### src/rtl/collective_scheduler_if.sv
// collective_scheduler_if: host command channel and node broadcast bus
//   cmd_valid/cmd_op/cmd_size/cmd_ready : host command handshake
//   node_rvalid[x]                      : per-node ready pulses
//   node_cvalid/node_cdata[w]           : broadcast word to all nodes
interface collective_scheduler_if #(
   parameter int x = 4,
   parameter int w = 128
);
   logic          cmd_valid;
   logic [31:0]   cmd_op;
   logic [31:0]   cmd_size;
   logic          cmd_ready;
   logic [x-1:0]  node_rvalid;
   logic          node_cvalid;
   logic [w-1:0]  node_cdata;
   modport master (
      output cmd_valid, cmd_op, cmd_size, node_rvalid,
      input  cmd_ready, node_cvalid, node_cdata
   );
   modport slave (
      input  cmd_valid, cmd_op, cmd_size, node_rvalid,
      output cmd_ready, node_cvalid, node_cdata
   );
endinterface

### src/rtl/collective_scheduler.sv
// collective_scheduler: queues host commands and broadcasts op/size words once every node is ready
//   clock   : single clock, posedge
//   reset   : asynchronous active-low reset
//   bus     : command handshake and node broadcast bus (slave side)
//   busy    : FSM active or commands queued
//   issued  : wrapping count of broadcast commands
//   error   : sticky flag for duplicate node pulses and dropped illegal commands
module collective_scheduler #(
   parameter int x = 4,
   parameter int w = 128,
   parameter int d = 5,
   parameter int q = 2
) (
   input  logic                         clock,
   input  logic                         reset,
   collective_scheduler_if.slave        bus,
   output logic                         busy,
   output logic [15:0]                  issued,
   output logic                         error
);
   typedef enum logic [1:0] {IDLE, SEND_OP, SEND_SIZE} state_t;
   localparam logic [31:0] blk = 32'(x * w / 8);
   localparam logic [63:0] max_size = 64'(blk) << d;
   state_t        state;
   logic [31:0]   op_mem   [2**q];
   logic [31:0]   size_mem [2**q];
   logic [q-1:0]  wr_ptr, rd_ptr;
   logic [q:0]    count;
   logic [x-1:0]  mask, mask_base;
   logic [31:0]   head_op, head_size;
   logic          legal, go, drop, push, pop, dup;
   assign head_op   = op_mem[rd_ptr];
   assign head_size = size_mem[rd_ptr];
   assign legal     = head_op < 32'd2 && head_size != 32'd0 && head_size % blk == 32'd0 &&
                      {32'd0, head_size} <= max_size;
   assign go        = state == IDLE && &mask && count != '0;
   assign drop      = go && !legal;
   assign pop       = drop || state == SEND_SIZE;
   // count only reaches 2^q when full, so its top bit is the full flag
   assign bus.cmd_ready = !count[q];
   assign push      = bus.cmd_valid && !count[q];
   // the mask clears at the end of SEND_SIZE; pulses in that cycle belong to the next barrier
   assign mask_base = state == SEND_SIZE ? '0 : mask;
   assign dup       = |(bus.node_rvalid & mask_base);
   assign busy      = state != IDLE || count != '0;
   always_ff @(posedge clock) begin
      if (push) begin
         op_mem[wr_ptr]   <= bus.cmd_op;
         size_mem[wr_ptr] <= bus.cmd_size;
      end
   end
   always_ff @(posedge clock or negedge reset) begin
      if (!reset) begin
         state           <= IDLE;
         wr_ptr          <= '0;
         rd_ptr          <= '0;
         count           <= '0;
         mask            <= '0;
         issued          <= '0;
         error           <= 1'b0;
         bus.node_cvalid <= 1'b0;
         bus.node_cdata  <= '0;
      end else begin
         mask   <= mask_base | bus.node_rvalid;
         wr_ptr <= wr_ptr + q'(push);
         rd_ptr <= rd_ptr + q'(pop);
         count  <= count + (q+1)'(push) - (q+1)'(pop);
         if (dup || drop) error <= 1'b1;
         case (state)
            IDLE: if (go && legal) begin
               state           <= SEND_OP;
               bus.node_cvalid <= 1'b1;
               bus.node_cdata  <= w'(head_op);
            end
            SEND_OP: begin
               state          <= SEND_SIZE;
               bus.node_cdata <= w'(head_size);
            end
            SEND_SIZE: begin
               state           <= IDLE;
               bus.node_cvalid <= 1'b0;
               bus.node_cdata  <= '0;
               issued          <= issued + 16'd1;
            end
            default: state <= IDLE;
         endcase
      end
   end
endmodule

### src/flat_wrapper.sv
// flat-port wrapper written by rule: the top's interface ports become plain ports
module collective_scheduler_flat 
#(
   parameter int x = 4,
   parameter int w = 128,
   parameter int d = 5,
   parameter int q = 2
)
  (clock, reset, busy, issued, error, bus_cmd_valid, bus_cmd_op, bus_cmd_size, bus_node_rvalid, bus_cmd_ready, bus_node_cvalid, bus_node_cdata);
  collective_scheduler_if #(.x(x), .w(w)) bus_i ();
  input  logic clock;
  input  logic reset;
  output logic busy;
  output logic [15:0] issued;
  output logic error;
  input wire logic [$bits(bus_i.cmd_valid)-1:0] bus_cmd_valid;
  input wire logic [$bits(bus_i.cmd_op)-1:0] bus_cmd_op;
  input wire logic [$bits(bus_i.cmd_size)-1:0] bus_cmd_size;
  input wire logic [$bits(bus_i.node_rvalid)-1:0] bus_node_rvalid;
  output wire logic [$bits(bus_i.cmd_ready)-1:0] bus_cmd_ready;
  output wire logic [$bits(bus_i.node_cvalid)-1:0] bus_node_cvalid;
  output wire logic [$bits(bus_i.node_cdata)-1:0] bus_node_cdata;
  assign bus_i.cmd_valid = bus_cmd_valid;
  assign bus_i.cmd_op = bus_cmd_op;
  assign bus_i.cmd_size = bus_cmd_size;
  assign bus_i.node_rvalid = bus_node_rvalid;
  assign bus_cmd_ready = bus_i.cmd_ready;
  assign bus_node_cvalid = bus_i.node_cvalid;
  assign bus_node_cdata = bus_i.node_cdata;
  collective_scheduler #(.x(x), .w(w), .d(d), .q(q)) u_core (.clock(clock), .reset(reset), .bus(bus_i), .busy(busy), .issued(issued), .error(error));
endmodule
### config.mk
export PLATFORM = sky130hd
export DESIGN_NAME = collective_scheduler_flat
export DESIGN_NICKNAME = d
export VERILOG_FILES = /design/src/rtl/collective_scheduler_if.sv /design/src/rtl/collective_scheduler.sv /design/src/flat_wrapper.sv
export SDC_FILE = /design/constraint.sdc
export NUM_CORES = 1
export LEC_CHECK = 0
export CAP_MARGIN = 20
export CORE_MARGIN = 8
export CORE_UTILIZATION = 50
export DETAILED_ROUTE_END_ITERATION = 12
export GPL_ROUTABILITY_DRIVEN = 1
export PLACE_DENSITY_LB_ADDON = 0.25
export SYNTH_ARGS = -nofsm -noshare
export SYNTH_HDL_FRONTEND = slang
export SYNTH_SLANG_ARGS = --single-unit
### constraint.sdc
create_clock -name clock -period 7.9 [get_ports clock]
set_input_delay 0.79 -clock clock [delete_from_list [all_inputs] [get_ports clock]]
set_output_delay 0.79 -clock clock [all_outputs]
set_load 0.01 [all_outputs]
==> After elaboration in Yosys (flattened, before gate mapping) <==
Memory sizes are Yosys's and may differ from the RTL's.
Cells that the tools add are included.
{ "classes": {"n_addsub": 5, "order_cmp": 2, "eq_ne": 3, "muxes": 9, "n_bitwise": 2, "reduce_logical": 24} }
{ "ops": {"columns": ["operator", "count"], "rows": [
  ["128-bit case mux with 3 select lines", 1],
  ["128-bit 2-to-1 mux", 1],
  ["32-bit by 12-bit less-or-equal comparator with 1-bit output (second input constant)", 1],
  ["32-bit logical NOT", 1],
  ["32-bit by 2-bit less-than comparator with 1-bit output (second input constant)", 1],
  ["32-bit nonzero test", 1],
  ["16-bit by 1-bit adder with 16-bit output (second input constant)", 1],
  ["1-bit logical AND", 8],
  ["3-bit nonzero test", 2],
  ["2-bit by 1-bit adder with 2-bit output", 2],
  ["4-bit AND", 1],
  ["4-bit 2-to-1 mux", 1],
  ["4-bit OR", 1],
  ["2-bit case mux with 2 select lines", 1],
  ["2-bit AND reduction", 2],
  ["4-bit AND reduction", 1],
  ["2-bit nonzero test", 2],
  ["4-bit OR reduction", 1],
  ["3-bit by 1-bit adder with 3-bit output", 1],
  ["1-bit logical OR", 3],
  ["1-bit 2-to-1 mux", 3],
  ["3-bit by 1-bit subtractor with 3-bit output", 1],
  ["2-bit by 1-bit == test with 1-bit output (second input constant)", 1],
  ["2-bit == test (second input constant)", 1],
  ["5 further kinds", 6]
]} }
{ "totals": {"regBits": 159, "ram_bits": 256, "input_bits": 71, "output_inout_bits": 148, "n_memories": 2} }
{ "memory_table": {"columns": ["name", "depth", "word_bits", "read_ports", "rd_clocked_by_memory_dff", "wr", "line_no", "text"], "rows": [
  ["u_core.op_mem", 4, 32, 1, 0, 1, "collective_scheduler.sv:25", "logic [31:0] op_mem [2**q];"],
  ["u_core.size_mem", 4, 32, 1, 0, 1, "collective_scheduler.sv:26", "logic [31:0] size_mem [2**q];"]
]} }

==> Depth between registers and ports, before layout <==
Gate-level depths: netlist (run 1).
An unclocked memory read counts as a cell.
{ "depth": {"ltp_word": 9, "ltp_mapped": 14, "depth_no_buf": 12} }

==> Least setup slack after synthesis (run 1) <==
No wires, ideal clock.
{ "synth_path": {"path_type": "in2reg", "start": "input port bus_cmd_valid", "end": "memory u_core.op_mem[0][0] (enable)", "arrival_ns": 5.784, "t_required_ns": 7.322, "path_slack_ns": 1.538, "path_stages": 2, "cell_sequence": "nor2b_1 -> nor3b_1"} }
{ "synth_between": {"elab_chain_cells": 3} }
{ "synth_rtl": {"columns": ["item", "line_no", "text"], "rows": [
  ["start, declared", "flat_wrapper.sv:16", "input wire logic [$bits(bus_i.cmd_valid)-1:0] bus_cmd_valid;"],
  ["1-bit logical AND", "collective_scheduler.sv:41", "assign push = bus.cmd_valid && !count[q];"],
  ["1-bit 2-to-1 mux", "collective_scheduler.sv:47", "if (push) begin"],
  ["1-bit 2-to-1 mux (implied by the code)", "collective_scheduler.sv:48", "op_mem[wr_ptr] <= bus.cmd_op;"],
  ["end, declared", "collective_scheduler.sv:25", null]
]} }
No other way between the ends.

==> Worst setup path in the final report (run 1) <==
{ "layout_path": {"start": "register u_core.rd_ptr[1]", "end": "register u_core.count[2]"} }
{ "layout_between": {"elab_chain_cells": 9} }
{ "layout_rtl": {"columns": ["item", "line_no", "text"], "rows": [
  ["start, declared", "collective_scheduler.sv:27", "logic [q-1:0] wr_ptr, rd_ptr;"],
  ["start signal, assigned", "collective_scheduler.sv:66", "rd_ptr <= rd_ptr + q'(pop);"],
  ["memory 4 x 32 bit (on tied branches)", null, null],
  ["32-bit by 2-bit less-than comparator with 1-bit output or 32-bit nonzero test (tied branches)", "collective_scheduler.sv:34", "assign legal = head_op < 32'd2 && head_size != 32'd0 && head_size % blk == 32'd0 &&"],
  ["1-bit logical AND (2 in series)", "collective_scheduler.sv:34", null],
  ["1-bit logical AND (*)", "collective_scheduler.sv:34", null],
  ["1-bit logical NOT (*)", "collective_scheduler.sv:37", "assign drop = go && !legal;"],
  ["1-bit logical AND (*)", "collective_scheduler.sv:37", null],
  ["1-bit logical OR (*)", "collective_scheduler.sv:38", "assign pop = drop || state == SEND_SIZE;"],
  ["3-bit by 1-bit subtractor with 3-bit output (*)", "collective_scheduler.sv:67", "count <= count + (q+1)'(push) - (q+1)'(pop);"],
  ["end signal, assigned", "collective_scheduler.sv:67", null],
  ["end, declared", "collective_scheduler.sv:28", "logic [q:0] count;"]
]} }
Every way passes the cells marked *; elsewhere a longest branch is shown, timed or not.
A chain may end at the register's enable or synchronous reset.

==> tab_implementation.tex, run 1 <==
\begin{tabular}{lr}
\hline
Metric & Value \\
\hline
\multicolumn{2}{l}{\textbf{Global routing}} \\
\quad Number of global-route vias before repair & a little over 7000 \\
\quad Global-route wire length before repair & about 45000 um \\
\quad Overflow left after global routing & 0 \\
\quad Maximum number of pins on one net before global-route repair & 65 \\
\quad Antenna violations before repair & 0 \\
\quad Tot GR Track Use & 0.179 \\
\multicolumn{2}{l}{\textbf{Clocking}} \\
\quad Buffer depth of the longest clock path & 3 \\
\quad Buffer type at the clock tree root & sky130\_fd\_sc\_hd\_\_clkbuf\_16 \\
\quad H-tree depth reported by CTS & 2 \\
\quad Clk sink count & 319 \\
\quad TritonCTS Buffers & 34 \\
\quad Number of hold buffers added after CTS & 0 \\
\quad Reg clk slew, reported paths & approximately 0.060 ns \\
\quad Number of cells upsized or downsized after cts & 0 \\
\quad Setup bufs post-CTS & 0 \\
\quad Insertion delay of the later-clocked pin in the worst-skew pair & approximately 0.5 ns \\
\quad Clock tree from TritonCTS & built \\
\multicolumn{2}{l}{\textbf{Outcome}} \\
\quad Result of the run & complete, no violations \\
\multicolumn{2}{l}{\textbf{STA}} \\
\quad Final count of hold timing violations & 0 \\
\quad Shortest period the worst path allows & approximately 4.7 ns \\
\quad PnR worst setup slack & roughly 3.2 ns \\
\quad Clock tree skew after final layout & approximately 0.018 ns \\
\quad Final count of pins violating max slew & 0 \\
\quad Relative slew slack & 0.328 \\
\quad Crit share post-route & 0.591 \\
\quad Count of final setup violators & 0 \\
\quad Final TNS setup & 0 ns \\
\quad Transition time at the pin with the least slew margin & between 1 and 1.5 ns \\
\quad Unrepaired setup endpoints after global routing & no \\
\quad Peak Freq & around 210 MHz \\
\multicolumn{2}{l}{\textbf{Placed design}} \\
\quad Port Buffer Count & approximately 120 \\
\quad Routability-driven placement congestion ratio & slightly below 0.8 \\
\quad Area post-placement & 14600 um2 \\
\quad Pre-CTS worst setup slack & approximately 3.2 ns \\
\quad Post-DP HPWL & 19200 um \\
\quad Placed Instances & between 1000 and 1500 \\
\multicolumn{2}{l}{\textbf{Floorplanning}} \\
\quad Core Rows & 60 \\
\quad Initial cell density of the core & 0.502 \\
\quad Core Footprint & 26600 um2 \\
\quad Die Span X & $\sim$180 um \\
\quad Number of top-level design ports & roughly 220 \\
\quad Area of the die & roughly 32000 um2 \\
\quad DIE HEIGHT & 179 um \\
\multicolumn{2}{l}{\textbf{Setup path}} \\
\quad Arrival time at the worst endpoint & 5.09 ns \\
\quad Kind of end point of the critical path & flop \\
\quad Worst path required time & 8.32 ns \\
\quad Startpoint type of the worst setup path & flop \\
\quad Critical Setup Path Class & reg2reg \\
\quad Crit path max fanout & 43 \\
\multicolumn{2}{l}{\textbf{Yosys}} \\
\quad Synth Flop Type & sky130\_fd\_sc\_hd\_\_edfxtp\_1 \\
\quad Share of flip-flops with an asynchronous set or reset after synthesis & 0.197 \\
\quad Count of flip-flops with a built-in enable after synthesis & 256 \\
\quad Number of synthesized register bits & 319 \\
\quad Cell area after synthesis & about 13000 um2 \\
\quad Distinct cell type count of the synthesized netlist & 38 \\
\quad Mean cell area of the mapped netlist & 17.3 um2 \\
\quad YS warnings & 0 \\
\quad Number of standard cells after synthesis & 770 \\
\quad Part of the Yosys area used for sequential elements & 0.694 \\
\multicolumn{2}{l}{\textbf{Final layout}} \\
\quad Count of inserted antenna diode cells & 0 \\
\quad Number of non-filler instances in the completed layout & 1278 \\
\quad Final \#Nets & between 900 and 1000 \\
\quad Commonest cells after routing, fill and taps aside & sky130\_fd\_sc\_hd\_\_edfxtp\_1 (256), sky130\_fd\_sc\_hd\_\_clkdlybuf4s50\_1 (121), sky130\_fd\_sc\_hd\_\_conb\_1 (96) \\
\quad Fraction of layout instances using a drive strength above 1 & 0.181 \\
\quad Area delta synth->final & 17.4\% \\
\quad Area of combinational cells with multiple inputs & between 3000 and 4000 um2 \\
\quad Leading cell type in the layout, fill and taps excluded & sky130\_fd\_sc\_hd\_\_edfxtp\_1 \\
\quad Post-route standard cell area excluding fillers & 15700 um2 \\
\quad Register area & about 9000 um2 \\
\quad Number of fillers in the final layout & 2026 \\
\multicolumn{2}{l}{\textbf{Routing}} \\
\quad Average routed wire per standard cell & $\sim$23 um \\
\quad Via Count & roughly 7000 \\
\quad Routed wire length & just under 30000 um \\
\quad Via density & between 5 and 6 \\
\quad Router iterations before antenna repair & 5 \\
\quad Iter 0 DRT Violations & around 520 \\
\quad DRC violation count after routing & 0 \\
\quad Detail Route Antenna Nets & 0 \\
\multicolumn{2}{l}{\textbf{Job}} \\
\quad Max Cap Viol & 0 \\
\multicolumn{2}{l}{\textbf{Power}} \\
\quad Maximum resistive drop on vdd & roughly 0.00017 V \\
\quad P\_leak & approximately 5.8 nW \\
\quad PD cells & slightly above 300 nW/um2 \\
\multicolumn{2}{l}{\textbf{Hold path}} \\
\quad Class of the tightest hold or removal check & reg2reg \\
\hline
\end{tabular}
report_power, final:
part	leakage [nW]	total [mW]	internal, mW	switching [mW]
Clock	0.518	1.50	0.884	0.615
Combinational	2.08	1.10	0.480	0.617
Sequential	3.16	2.19	2.05	0.147
logic make-up after synthesis:
kind of cell             Yosys count  synth area share
AO/OA/AOI/OAI                     45            0.0193
XOR/XNOR                          19            0.0125
adder cells (fa/ha/maj)           10           0.00993
buffers and inverters            161            0.0752
flip-flops                       319             0.694
multiplexers                      98             0.145
other                              1          0.000281
AND/OR/NAND/NOR                  117            0.0439
critical path, stage by stage (launching register included):
cell                       delay, ns
sky130_fd_sc_hd__dfrtp_2        0.74
sky130_fd_sc_hd__buf_4          0.62
sky130_fd_sc_hd__mux4_2         0.43
sky130_fd_sc_hd__or4_1          0.58
sky130_fd_sc_hd__o21a_1         0.21
sky130_fd_sc_hd__nor4_1         0.32
sky130_fd_sc_hd__a21boi_0       0.17
sky130_fd_sc_hd__or2_2          0.32
sky130_fd_sc_hd__ha_1           0.27
sky130_fd_sc_hd__inv_1          0.04
sky130_fd_sc_hd__ha_1           0.18
sky130_fd_sc_hd__fa_1           0.37
sky130_fd_sc_hd__xnor2_1        0.18
sky130_fd_sc_hd__xnor2_1        0.14
cell type report:
type,count,share of cell area
Inverter,40,0.00958
Multi-Input combinational cell,385,0.221
Clock inverter,14,0.00662
Tap cell,341,0.0272
Timing Repair Buffer,133,0.0831
Sequential cell,319,0.591
Clock buffer,46,0.0610
flip-flops by register name, summed over array words and instances, names as in the netlist:
signal and flops:
u_core.count 3, u_core.wr_ptr 2, u_core.state 2, u_core.bus.node_cdata 32, u_core.error 1, u_core.size_mem 128, u_core.rd_ptr 2, u_core.mask 4
u_core.op_mem 128, u_core.bus.node_cvalid 1, u_core.issued 16
synthesized netlist by cell type, drive strengths merged, types with 4 or more instances:
cell | instances | area [um2]
mux4 | 64 | 1440
nor4 | 27 | 175
o21ai | 32 | 160
nand2 | 45 | 169
nand4 | 10 | 62.6
edfxtp | 256 | 7690
xnor2 | 11 | 96.3
xor2 | 8 | 70.1
clkbuf | 8 | 30.0
nor2 | 12 | 45.0
nor3 | 5 | 25.0
buf | 113 | 825
mux2 | 34 | 495
a21o | 5 | 37.5
and3 | 4 | 25.0
inv | 40 | 150
dfrtp | 63 | 1580
nand3 | 5 | 25.0
ha | 9 | 113
path summary, 6_finish.rpt:
check / depth (start not counted) / from / slack, ns / end
setup / recovery: 13 / u_core.rd_ptr[1] / 3.23 / u_core.count[2]
hold / removal: 1 / u_core.issued[15] / 0.48 / u_core.issued[15]
setup reg to reg: 13 / u_core.rd_ptr[1] / 3.23 / u_core.count[2]
hold reg to reg: 1 / u_core.issued[15] / 0.48 / u_core.issued[15]
max in group asynchronous: 2 / reset / 6.74 / u_core.rd_ptr[0]
min in group asynchronous: 2 / reset / 0.51 / u_core.mask[2]
through the flow:
step                      power (mW)   util  hold WS (ns)
after floorplan                 3.00      -         0.472
after global placement          3.34  0.550         0.460
after detailed placement        3.35  0.550         0.461
after CTS                       4.85  0.590         0.473
after global routing            5.01  0.590         0.501
final                           4.79  0.590         0.475
per-layer routing:
metal,GRT usage,wire length [um]
met1,0.235,12000
met2,0.290,14000
met3,0.0534,2490
met4,0.0420,433
met5,0,0
(Power assumes the default switching activity.)
==> run 2: changes to the inputs <==
==> constraint.sdc (replaced) <==
create_clock -name clock -period 4.75 [get_ports clock]
set_input_delay 0.475 -clock clock [delete_from_list [all_inputs] [get_ports clock]]
set_output_delay 0.475 -clock clock [all_outputs]
set_load 0.01 [all_outputs]
==> run 2 against run 1 <==
  * Critical path depth is 1 lower
  * Via count rose by 0.82%
  * Fmax is 5.5% higher
  * Routed wire length increased by 2.2%
  * Global-route usage grew 0.26 points
  * Cell count grew 0.47%
  * Hold slack got worse by 0.42 ns
  * Clock skew up 0.0070 ns
  * Die area unchanged
  * First-iteration DRC count rose by 23%
  * Register-to-register slack got worse by 2.9 ns
  * Largest power group unchanged
==> tab_implementation.tex, run 2 (synthesis results as in run 1) <==
\begin{tabular}{lr}
\hline
Metric & Value \\
\hline
\multicolumn{2}{l}{\textbf{Clocking}} \\
\quad Number of hold buffers added after CTS & 0 \\
\quad Setup bufs post-CTS & 0 \\
\quad H-tree depth reported by CTS & 2 \\
\quad Insertion delay of the later-clocked pin in the worst-skew pair & roughly 0.5 ns \\
\quad Buffer type at the clock tree root & sky130\_fd\_sc\_hd\_\_clkbuf\_16 \\
\quad TritonCTS Buffers & 34 \\
\quad Number of cells upsized or downsized after cts & 0 \\
\quad Buffer depth of the longest clock path & 3 \\
\quad Clk sink count & approximately 320 \\
\quad Reg clk slew, reported paths & about 0.06 ns \\
\quad Clock tree from TritonCTS & built \\
\multicolumn{2}{l}{\textbf{Setup path}} \\
\quad Series of cell instances along the critical path & mux4\_2, or4\_1, o21a\_1, nor4\_1, a21boi\_0, or2\_2, ha\_1, inv\_1, ha\_1, fa\_1, xnor2\_1, xnor2\_1 \\
\quad Startpoint type of the worst setup path & flop \\
\quad Cell type group with the largest total delay on the critical path & simple AND/OR/NAND/NOR gates \\
\quad Arrival time at the worst endpoint & just under 5 ns \\
\quad FF-to-FF Start & u\_core.rd\_ptr[0] \\
\quad Delay of the slowest critical-path stage & between 0.6 and 0.7 ns \\
\quad Crit path max fanout & 15 \\
\quad Depth of the worst register-to-register path & 12 \\
\quad Worst r2r dst & u\_core.count[2] \\
\quad Slack of the worst reg-to-reg path & between 0.3 and 0.4 ns \\
\quad Crit-path slowest cell & sky130\_fd\_sc\_hd\_\_dfrtp\_4 \\
\quad Kind of end point of the critical path & flop \\
\quad Worst path required time & approximately 5.2 ns \\
\quad Worst Path Buf+Inv & 1 \\
\quad Critical Setup Path Class & reg2reg \\
\multicolumn{2}{l}{\textbf{Placed design}} \\
\quad Area post-placement & about 15000 um2 \\
\quad Pre-CTS worst setup slack & 0.330 ns \\
\quad Port Buffer Count & $\sim$120 \\
\quad Post-DP HPWL & between 15000 and 20000 um \\
\quad Routability-driven placement congestion ratio & a little under 0.8 \\
\multicolumn{2}{l}{\textbf{STA}} \\
\quad Final count of pins violating max slew & 0 \\
\quad Shortest period the worst path allows & about 4.4 ns \\
\quad Count of final setup violators & 0 \\
\quad Transition time at the pin with the least slew margin & 1.06 ns \\
\quad Peak Freq & 226 MHz \\
\quad Crit share post-route & 0.931 \\
\quad Final TNS setup & 0 ns \\
\quad Clock tree skew after final layout & between 0.02 and 0.025 ns \\
\quad Final count of hold timing violations & 0 \\
\quad PnR worst setup slack & approximately 0.33 ns \\
\quad Relative slew slack & 0.294 \\
\quad Unrepaired setup endpoints after global routing & no \\
\multicolumn{2}{l}{\textbf{Global routing}} \\
\quad Antenna violations before repair & 0 \\
\quad Overflow left after global routing & 0 \\
\quad Maximum number of pins on one net before global-route repair & 66 \\
\quad Global-route wire length before repair & 45100 um \\
\quad Number of global-route vias before repair & about 7300 \\
\quad Tot GR Track Use & 0.181 \\
\multicolumn{2}{l}{\textbf{Floorplanning}} \\
\quad Initial cell density of the core & 0.502 \\
\quad Number of top-level design ports & 219 \\
\quad DIE HEIGHT & between 150 and 200 um \\
\quad Core Rows & 60 \\
\quad Core Footprint & about 27000 um2 \\
\quad Area of the die & 32200 um2 \\
\quad Die Span X & 179 um \\
\multicolumn{2}{l}{\textbf{Final layout}} \\
\quad Commonest cells after routing, fill and taps aside & sky130\_fd\_sc\_hd\_\_edfxtp\_1 (256), sky130\_fd\_sc\_hd\_\_clkdlybuf4s50\_1 (121), sky130\_fd\_sc\_hd\_\_conb\_1 (96) \\
\quad Final \#Nets & 1000 \\
\quad Fraction of layout instances using a drive strength above 1 & 0.175 \\
\quad Leading cell type in the layout, fill and taps excluded & sky130\_fd\_sc\_hd\_\_edfxtp\_1 \\
\quad Area delta synth->final & 17.8\% \\
\quad Registers with the most flip-flops & u\_core.op\_mem (128), u\_core.size\_mem (128), u\_core.bus.node\_cdata (32) \\
\quad Count of inserted antenna diode cells & 0 \\
\quad Number of fillers in the final layout & 2015 \\
\quad Post-route standard cell area excluding fillers & 15700 um2 \\
\multicolumn{2}{l}{\textbf{Routing}} \\
\quad Via density & between 5 and 6 \\
\quad DRC violation count after routing & 0 \\
\quad Routed wire length & 29600 um \\
\quad Via Count & around 7000 \\
\quad Iter 0 DRT Violations & roughly 640 \\
\quad Router iterations before antenna repair & 5 \\
\quad Detail Route Antenna Nets & 0 \\
\quad Average routed wire per standard cell & $\sim$23 um \\
\multicolumn{2}{l}{\textbf{Hold path}} \\
\quad Class of the tightest hold or removal check & in2async \\
\multicolumn{2}{l}{\textbf{Power}} \\
\quad P\_leak & a little under 6 nW \\
\quad Maximum resistive drop on vdd & 0.000316 V \\
\quad PD cells & $\sim$510 nW/um2 \\
\multicolumn{2}{l}{\textbf{Outcome}} \\
\quad Result of the run & complete, no violations \\
\multicolumn{2}{l}{\textbf{Job}} \\
\quad Max Cap Viol & 0 \\
\hline
\end{tabular}
## run 2: cell count changes in the layout (fill, tap and decap cells not counted), moves of 3 or more
cell	change
sky130_fd_sc_hd__clkinvlp_4	-3
sky130_fd_sc_hd__clkbuf_1	+8
sky130_fd_sc_hd__clkbuf_8	-4
sky130_fd_sc_hd__clkinv_2	-5
sky130_fd_sc_hd__clkinv_1	+3
sky130_fd_sc_hd__buf_4	+4
sky130_fd_sc_hd__buf_12	+3
## run 2: worst max path at each step
| stage | from | end | slack, ns | cells past startpoint |
|---|---|---|---|---|
| after global routing | u_core.rd_ptr[0] | u_core.count[2] | 0.07 | 13 |
| after detailed placement | u_core.rd_ptr[0] | u_core.count[2] | 0.33 | 12 |
| after CTS | u_core.rd_ptr[0] | u_core.count[2] | 0.29 | 12 |
| after floorplan | bus_cmd_valid | u_core.op_mem[1][0] | 0.76 | 3 |
| final | u_core.rd_ptr[0] | u_core.count[2] | 0.33 | 12 |
| after global placement | u_core.rd_ptr[0] | u_core.count[2] | 0.39 | 13 |
## run 2: worst register-to-register path, stage by stage, from the launching register on
cell                       delay, ns
sky130_fd_sc_hd__dfrtp_4        0.62
sky130_fd_sc_hd__mux4_2         0.57
sky130_fd_sc_hd__or4_1          0.57
sky130_fd_sc_hd__o21a_1         0.24
sky130_fd_sc_hd__nor4_1         0.55
sky130_fd_sc_hd__a21boi_0       0.27
sky130_fd_sc_hd__or2_2          0.34
sky130_fd_sc_hd__ha_1           0.27
sky130_fd_sc_hd__inv_1          0.04
sky130_fd_sc_hd__ha_1           0.18
sky130_fd_sc_hd__fa_1           0.39
sky130_fd_sc_hd__xnor2_1        0.18
sky130_fd_sc_hd__xnor2_1        0.13
## run 2: final cells by class
type                    count  area [um2]  area share
flip-flops and latches    319        9270       0.589
multi-input cells         385        3480       0.221
repair buffers            139        1380      0.0878
clock buffers              50         932      0.0592
well taps                 341         427      0.0271
inverters                  40         150     0.00954
clock inverters            10        97.6     0.00620
## run 2: where the power goes
group,leakage (nW),internal [mW],switching [mW]
registers,3.16,3.41,0.132
logic,2.13,0.853,1.18
clock network,0.497,1.47,1.01
## run 2: routing by layer
metal,vias up,wire length (um),GRT usage
li1,3031,-,-
met1,3553,12300,0.240
met2,338,14100,0.289
met3,47,2420,0.0504
met4,0,697,0.0560
met5,-,0,0
## run 2: per-stage QoR
step	hold slack (ns)	utilization	std cells	total power, mW
3_5_place_dp	0.463	0.553	1224	5.64
4_1_cts	0.0951	0.592	1284	8.12
3_3_place_gp	0.459	0.553	1224	5.61
2_1_floorplan	0.179	-	865	4.99
6_report	0.0585	0.592	1284	8.05
5_1_grt	0.137	0.592	1284	8.39
